### src/rtl/bootram_bus_ctrl_if.sv
// rtl/bootram_bus_ctrl_if.sv - PicoRV32 native memory-bus bundle for the boot RAM requester
interface bootram_bus_ctrl_if;
    logic        sel;
    logic        mem_valid;
    logic [31:0] mem_addr;
    logic [31:0] mem_wdata;
    logic [3:0]  mem_wstrb;
    logic        mem_ready;
    logic [31:0] mem_rdata;

    // CPU / decoder side drives the request and consumes the response
    modport master (
        output sel,
        output mem_valid,
        output mem_addr,
        output mem_wdata,
        output mem_wstrb,
        input  mem_ready,
        input  mem_rdata
    );

    // Boot RAM controller side
    modport slave (
        input  sel,
        input  mem_valid,
        input  mem_addr,
        input  mem_wdata,
        input  mem_wstrb,
        output mem_ready,
        output mem_rdata
    );
endinterface

### src/rtl/bootram_bus_ctrl.sv
// rtl/bootram_bus_ctrl.sv - boot RAM bus requester for four byte-lane SP RAMs; optional write protect via BOOTRAM_WP_EN
module bootram_bus_ctrl #(
    parameter int ADDR_W = 11
) (
    input  logic                clk,
    input  logic                reset,
    bootram_bus_ctrl_if.slave   bus,
    output logic                ram_ce,
    output logic                ram_oce,
    output logic                ram_reset,
    output logic [3:0]          ram_wre,
    output logic [ADDR_W-1:0]   ram_ad,
    output logic [31:0]         ram_din,
    input  logic [31:0]         ram_dout,
    output logic                wp_err
);

    typedef enum logic [1:0] {
        ST_IDLE  = 2'd0,
        ST_RD    = 2'd1,
        ST_RDCAP = 2'd2,
        ST_RESP  = 2'd3
    } state_t;

    state_t      r_state;
    state_t      w_next;
    logic        w_accept;
    logic        w_is_write;
    logic        w_ram_ce;
    logic [3:0]  w_ram_wre;
    logic        r_mem_ready;
    logic [31:0] r_mem_rdata;

    // Byte-offset and above-window address bits play no part in the lookup;
    // the window wraps modulo the RAM size.
    logic        w_unused_addr;
    assign w_unused_addr = ^{bus.mem_addr[31:ADDR_W+2], bus.mem_addr[1:0]};

    assign w_is_write = (bus.mem_wstrb != 4'b0000);

    // State register; reset discards any in-flight read
    always_ff @(posedge clk or posedge reset) begin
        if (reset) begin
            r_state <= ST_IDLE;
        end else begin
            r_state <= w_next;
        end
    end

    // Next-state and single-cycle RAM strobes; strobes fire only on acceptance
    always_comb begin
        w_next    = r_state;
        w_accept  = 1'b0;
        w_ram_ce  = 1'b0;
        w_ram_wre = 4'b0000;
        case (r_state)
            ST_IDLE: begin
                if (bus.mem_valid && bus.sel) begin
                    w_accept = 1'b1;
                    w_ram_ce = 1'b1;
                    if (w_is_write) begin
`ifdef BOOTRAM_WP_EN
                        w_ram_wre = 4'b0000;
`else
                        w_ram_wre = bus.mem_wstrb;
`endif
                        w_next = ST_RESP;
                    end else begin
                        w_next = ST_RD;
                    end
                end
            end
            ST_RD:    w_next = ST_RDCAP;
            ST_RDCAP: w_next = ST_RESP;
            ST_RESP:  w_next = ST_IDLE;
            default:  w_next = ST_IDLE;
        endcase
    end

    // Ready is registered: high for exactly the cycle spent in RESP
    always_ff @(posedge clk or posedge reset) begin
        if (reset) begin
            r_mem_ready <= 1'b0;
        end else begin
            r_mem_ready <= (w_next == ST_RESP);
        end
    end

    // RAM output has settled by RDCAP; capture it and hold until the next read
    always_ff @(posedge clk or posedge reset) begin
        if (reset) begin
            r_mem_rdata <= 32'h0000_0000;
        end else if (r_state == ST_RDCAP) begin
            r_mem_rdata <= ram_dout;
        end
    end

`ifdef BOOTRAM_WP_EN
    logic r_wp_err;

    // Sticky flag: any write that was acknowledged but not performed
    always_ff @(posedge clk or posedge reset) begin
        if (reset) begin
            r_wp_err <= 1'b0;
        end else if (w_accept && w_is_write) begin
            r_wp_err <= 1'b1;
        end
    end

    assign wp_err = r_wp_err;
`else
    logic w_unused_accept;
    assign w_unused_accept = w_accept;
    assign wp_err          = 1'b0;
`endif

    assign bus.mem_ready = r_mem_ready;
    assign bus.mem_rdata = r_mem_rdata;

    assign ram_ce    = w_ram_ce;
    assign ram_wre   = w_ram_wre;
    assign ram_ad    = bus.mem_addr[ADDR_W+1:2];
    assign ram_din   = bus.mem_wdata;
    assign ram_oce   = 1'b1;
    assign ram_reset = reset;

endmodule

### src/flat_wrapper.sv
// flat-port wrapper written by rule: the top's interface ports become plain ports
module bootram_bus_ctrl_flat 
#(
    parameter int ADDR_W = 11
)
  (clk, reset, ram_ce, ram_oce, ram_reset, ram_wre, ram_ad, ram_din, ram_dout, wp_err, bus_sel, bus_mem_valid, bus_mem_addr, bus_mem_wdata, bus_mem_wstrb, bus_mem_ready, bus_mem_rdata);
  bootram_bus_ctrl_if bus_i ();
  input  logic clk;
  input  logic reset;
  output logic ram_ce;
  output logic ram_oce;
  output logic ram_reset;
  output logic [3:0] ram_wre;
  output logic [ADDR_W-1:0] ram_ad;
  output logic [31:0] ram_din;
  input  logic [31:0] ram_dout;
  output logic wp_err;
  input wire logic [$bits(bus_i.sel)-1:0] bus_sel;
  input wire logic [$bits(bus_i.mem_valid)-1:0] bus_mem_valid;
  input wire logic [$bits(bus_i.mem_addr)-1:0] bus_mem_addr;
  input wire logic [$bits(bus_i.mem_wdata)-1:0] bus_mem_wdata;
  input wire logic [$bits(bus_i.mem_wstrb)-1:0] bus_mem_wstrb;
  output wire logic [$bits(bus_i.mem_ready)-1:0] bus_mem_ready;
  output wire logic [$bits(bus_i.mem_rdata)-1:0] bus_mem_rdata;
  assign bus_i.sel = bus_sel;
  assign bus_i.mem_valid = bus_mem_valid;
  assign bus_i.mem_addr = bus_mem_addr;
  assign bus_i.mem_wdata = bus_mem_wdata;
  assign bus_i.mem_wstrb = bus_mem_wstrb;
  assign bus_mem_ready = bus_i.mem_ready;
  assign bus_mem_rdata = bus_i.mem_rdata;
  bootram_bus_ctrl #(.ADDR_W(ADDR_W)) u_core (.clk(clk), .reset(reset), .bus(bus_i), .ram_ce(ram_ce), .ram_oce(ram_oce), .ram_reset(ram_reset), .ram_wre(ram_wre), .ram_ad(ram_ad), .ram_din(ram_din), .ram_dout(ram_dout), .wp_err(wp_err));
endmodule
### config.mk
export PLATFORM = sky130hd
export DESIGN_NAME = bootram_bus_ctrl_flat
export DESIGN_NICKNAME = d
export VERILOG_FILES = /design/src/rtl/bootram_bus_ctrl_if.sv /design/src/rtl/bootram_bus_ctrl.sv /design/src/flat_wrapper.sv
export SDC_FILE = /design/constraint.sdc
export NUM_CORES = 1
export LEC_CHECK = 0
export ABC_AREA = 1
export BUFFER_PORTS_ARGS = -buffer_cell sky130_fd_sc_hd__buf_2
export CORE_MARGIN = 2
export CORE_UTILIZATION = 32
export CTS_CLUSTER_DIAMETER = 40
export DETAILED_ROUTE_END_ITERATION = 6
export PLACE_DENSITY = 0.75
export SYNTH_ARGS = -nofsm -noshare
export SYNTH_HDL_FRONTEND = slang
export SYNTH_SLANG_ARGS = --single-unit
### constraint.sdc
create_clock -name clk -period 1.3 [get_ports clk]
set_clock_uncertainty 0.2 [all_clocks]
set_input_delay 0.26 -clock clk [delete_from_list [all_inputs] [get_ports clk]]
set_output_delay 0.26 -clock clk [all_outputs]
set_load 0.02 [all_outputs]
After elaboration in Yosys (flattened, before gate mapping)
Cells that the tools add are included.

word-level totals
  flip-flop bits (word level) = 35
  logic and storage cells = 18

operators by class
  equality and inequality tests = 4
  mux-type cells = 8
  reduce and logical (&&, ||, !) cells = 3

operator list
  kind                  number
  $mux W4               3
  $pmux W2 S4           1
  $eq A2 B2 Y1 const B  3
  $mux W2               2
  $reduce_bool A4 Y1    1
  $eq A2 B1 Y1 const B  1
  $logic_not A2 Y1      1
  $mux W1               2
  $logic_and A1 B1 Y1   1

Logic depth before layout (Yosys ltp)
  depth in word-level cells = 5
  mapped depth = 7
  gate-level depth less buffers = 6

Least setup slack after synthesis
OpenSTA, ideal clock, no wires.

  kind = register to output
  start = register u_core.r_state[0]
  end = output port ram_wre[0]
  arrival = 0.975 ns
  path slack = -0.135 ns
  stages on the path, launching flop included = 5
  path through = dfrtp_1 > inv_1 > ha_1 > nand2_1 > nor2_1

on the way
  word-level cells in the longest chain between the ends = 2

RTL lines
  what                    RTL line                RTL
  start, declared         bootram_bus_ctrl.sv:25  state_t r_state;
  start signal, assigned  bootram_bus_ctrl.sv:46  r_state <= w_next;
  $logic_not A2 Y1        bootram_bus_ctrl.sv:56  case (r_state)
  $mux W4                 bootram_bus_ctrl.sv:56
  end, declared           flat_wrapper.sv:13      output logic [3:0] ram_wre;

No other way between the ends.

Final worst setup path
  start = register u_core.r_state[1]
  end = output port ram_wre[3]

The elaborated chain is that of the path after synthesis.

==> tab_implementation.tex <==
\begin{tabular}{lr}
\hline
Metric & Value \\
\hline
\multicolumn{2}{l}{\textbf{Timing}} \\
\quad Fin worst setup slack & -0.352 ns \\
\quad Clock period minus final worst setup slack & 1.65 ns \\
\quad Fin. max-slew vios & 0 \\
\quad Max Clk Rate & 0.605 GHz \\
\quad Post-route clock period utilization & 127\% \\
\quad Setup violation total in the final timing report & 39 \\
\quad Final count of hold timing violations & 0 \\
\quad RSZ-0062 raised after global routing & yes \\
\multicolumn{2}{l}{\textbf{Clock network}} \\
\quad Clock network latency to the later pin of the worst-skew pair & 0.28 ns \\
\quad Cts bufs inserted & 5 \\
\quad Clock sink total & 35 \\
\quad Clock transition at path regs & 0.07 ns \\
\quad Clock root cell & clkbuf\_8 \\
\quad Buffers from clock root to sink, at most & 2 \\
\quad Depth of the CTS H-tree & 2 \\
\quad TritonCTS clock tree & done \\
\multicolumn{2}{l}{\textbf{Detailed routing}} \\
\quad Detailed-routed wire length on met3 & 363 um \\
\quad Violation count after the first detailed-route iteration & 57 \\
\quad Number of nets with antenna violations after routing & 0 \\
\quad Number of design rule violations left after detail routing & 0 \\
\quad Number of vias after detailed routing & 1591 \\
\quad Uppermost metal layer occupied by signal nets & met4 \\
\quad Amount of wire on met2 after detailed routing & 2320 um \\
\quad Ratio of routed vias to standard cells & 4.24 \\
\quad Post-detailed-route wirelength per cell & 12.6 um \\
\quad Total wire length after detailed routing & 4740 um \\
\quad Initial DRT Pass Iterations & 5 \\
\quad Routed length on met1 & 1870 um \\
\multicolumn{2}{l}{\textbf{Pwr}} \\
\quad Part of the power in combinational logic & 56.6\% \\
\quad Switching share of power & 39.8\% \\
\quad Leakage & 1.53 nW \\
\quad Part of the total power dissipated in sequential elements & 29.0\% \\
\quad Sw Pwr & 2.76 mW \\
\quad Largest vdd supply drop & 0.000950 V \\
\quad Pint & 4.19 mW \\
\quad Clock network power share & 14.5\% \\
\quad Power density of the placed cells & 2450 nW/um2 \\
\quad Overall Power & 6.95 mW \\
\multicolumn{2}{l}{\textbf{Floorplanning}} \\
\quad Num ports & 188 \\
\quad Die Footprint & 6270 um2 \\
\quad Die span in y & 79.2 um \\
\quad Core area & 5470 um2 \\
\quad Overall die width & 79.2 um \\
\quad Number of standard-cell rows in the floorplan & 27 \\
\quad Initial standard-cell utilization of the core & 33.0\% \\
\multicolumn{2}{l}{\textbf{Placed design}} \\
\quad Final estimated routing congestion in global placement & 0.746 \\
\quad Instance area after placement & 2020 um2 \\
\quad Count of input and output buffers & 78 \\
\quad Pre-CTS setup slack & -0.176 ns \\
\quad Half-perimeter wire length of the detailed placement result & 2650 um \\
\quad Dpl cells & 321 \\
\multicolumn{2}{l}{\textbf{Logic synthesis}} \\
\quad Proportion of netlist area held by the largest area contributor & 48.4\% \\
\quad Seq/Total Area, Yosys & 48.4\% \\
\quad Largest cells by area after synthesis & dfrtp\_1 48\%, nand2\_1 21\%, buf\_4 20\%, buf\_6 2.5\%, inv\_1 2.3\% \\
\quad Flip-flop and latch count after synthesis & 35 \\
\quad Count of distinct cell types in the synthesized netlist & 12 \\
\quad Cell Area, Synth & 1810 um2 \\
\quad Synth Area per Inst & 8.33 um2 \\
\quad Syn Nets & 324 \\
\quad Total of warnings raised by yosys & 0 \\
\quad Largest area contributor in the synthesized netlist & dfrtp\_1 \\
\quad Synth Instances & 217 \\
\multicolumn{2}{l}{\textbf{Global routing}} \\
\quad Vias in the first global route & 1579 \\
\quad Total grt overflow & 0 \\
\quad First-pass GRT wire length & 6910 um \\
\quad Largest net degree at the start of global routing & 36 \\
\quad Initial antenna violation count & 0 \\
\quad Overall routing resource usage & 14.3\% \\
\multicolumn{2}{l}{\textbf{Setup path}} \\
\quad Largest delay share family, worst path & flip-flops \\
\quad Cell with the largest stage delay on the worst path & dfrtp\_1 \\
\quad Critical Path RT & 0.84 ns \\
\quad Critical path class & reg2out \\
\quad Biggest cell delay along the critical path & 0.39 ns \\
\quad Buffers and inverters on the worst path & 2 \\
\quad CP arrival & 1.19 ns \\
\quad Sort of element at the end of the critical path & output pin \\
\quad Peak fanout along the critical path & 5 \\
\quad Kind of start point of the critical path & register \\
\quad Worst path cell trace & inv\_2 > ha\_4 > nand2\_8 > nor2\_4 > buf\_6 \\
\multicolumn{2}{l}{\textbf{Finish}} \\
\quad Post-route design area & 2840 um2 \\
\quad Proportion of layout cells with a drive suffix above 1 & 39.9\% \\
\quad Diode count & 0 \\
\quad Layout area overhead & 57.0\% \\
\quad Non-filler cells, final & 375 \\
\quad Final \#Nets & 409 \\
\multicolumn{2}{l}{\textbf{Status}} \\
\quad Failing checks & setup timing \\
\quad Outcome & complete, but fails checks \\
\multicolumn{2}{l}{\textbf{Worst hold path}} \\
\quad Hold/Removal Path Class & in2reg \\
\multicolumn{2}{l}{\textbf{Job}} \\
\quad Max-Cap Viols & 0 \\
\hline
\end{tabular}
[worst min-delay path, stage by stage]
cell and delay (ns):
buf_2 0.08, nor2_1 0.03, nand3_1 0.07, nand2_1 0.08, nand2_1 0.07
[cells in the mapped netlist, drive strengths merged]
cell type,n
buf,53
conb,2
nand3,2
o21ai,1
dfrtp,35
nand2,101
inv,12
nor2,6
ha,3
a21oi,2
[state kept, by name, summed over array words and instances (netlist names)]
signal                count
u_core.bus.mem_ready      1
u_core.bus.mem_rdata     32
u_core.r_state            2
[final cells by class]
type	count	area, um2
Fill cell	476	2640
Tap cell	72	90.1
Sequential cell	35	876
Clock inverter	2	35.0
Inverter	12	47.5
Clock buffer	6	82.6
Timing Repair Buffer	131	1140
Multi-Input combinational cell	117	567
[metrics by stage]
stage	TNS [ns]	hold slack, ns	utilization, %
after floorplan	-0.00758	0.172	-
after global placement	-4.58	0.130	36.8
after detailed placement	-5.18	0.137	36.8
after CTS	-5.13	0.114	47.1
after global routing	-8.12	0.184	51.9
final	-4.83	0.149	51.9
[power by group through the flow]
stage          combinational (mW)  sequential [mW]  clock (mW)
6_report                     3.93             2.01        1.01
5_1_grt                      4.27             2.07        1.10
3_3_place_gp                 2.74             1.88           0
3_5_place_dp                 2.81             1.89           0
4_1_cts                      3.16             1.88        1.05
2_1_floorplan                1.46             2.52           0
[layout by cell type, fill, tap and decap left out]
| cell | instances |
|---|---|
| inv_2 | 3 |
| bufinv_16 | 1 |
| ha_4 | 3 |
| clkinv_2 | 1 |
| buf_12 | 3 |
| buf_2 | 41 |
| nand2_8 | 1 |
| clkbuf_8 | 6 |
| inv_1 | 8 |
| dlygate4sd3_1 | 33 |
| nor2_4 | 4 |
| conb_1 | 2 |
| buf_6 | 37 |
| nor2_1 | 2 |
| o21ai_2 | 1 |
| dfrtp_1 | 35 |
| buf_4 | 17 |
| nand3_1 | 2 |
| a21oi_2 | 2 |
| nand2_1 | 100 |
| inv_4 | 1 |
[path summary, 6_finish.rpt]
path	from	end	slack (ns)	cells past startpoint
setup reg to reg	u_core.r_state[0]	u_core.bus.mem_rdata[4]	-0.14	7
max in group asynchronous	reset	u_core.bus.mem_rdata[27]	0.32	4
min in group asynchronous	reset	u_core.bus.mem_rdata[16]	0.40	4
hold reg to reg	u_core.bus.mem_rdata[23]	u_core.bus.mem_rdata[23]	0.30	2
hold / removal	bus_mem_wstrb[0]	u_core.r_state[1]	0.15	5
setup / recovery	u_core.r_state[1]	ram_wre[3]	-0.35	5
[cell families after synthesis]
kind of cell | synth area share (%)
AOI/OAI and AO/OA | 0.830
adders and majority gates | 2.08
buffers and inverters | 25.5
DFF | 48.4
other | 0.415
and+or+nand+nor | 22.8
[layer usage]
| metal | track usage (%) | vias to the layer above |
|---|---|---|
| li1 | - | 764 |
| met1 | 14.8 | 726 |
| met2 | 25.2 | 78 |
| met3 | 5.23 | 23 |
| met4 | 7.24 | 0 |
| met5 | 0 | - |
[repair_timing]
| item | CTS | global route |
|---|---|---|
| pin swaps | 6 | 2 |
| endpoints found under the hold margin | 67 | 0 |
| gates resized for setup | 22 | 61 |
| setup buffers | 5 | 10 |
| hold buffers | 33 | 0 |
| endpoints found under the setup margin | 44 | 72 |
No activity file was read; power rests on OpenSTA's default activity.
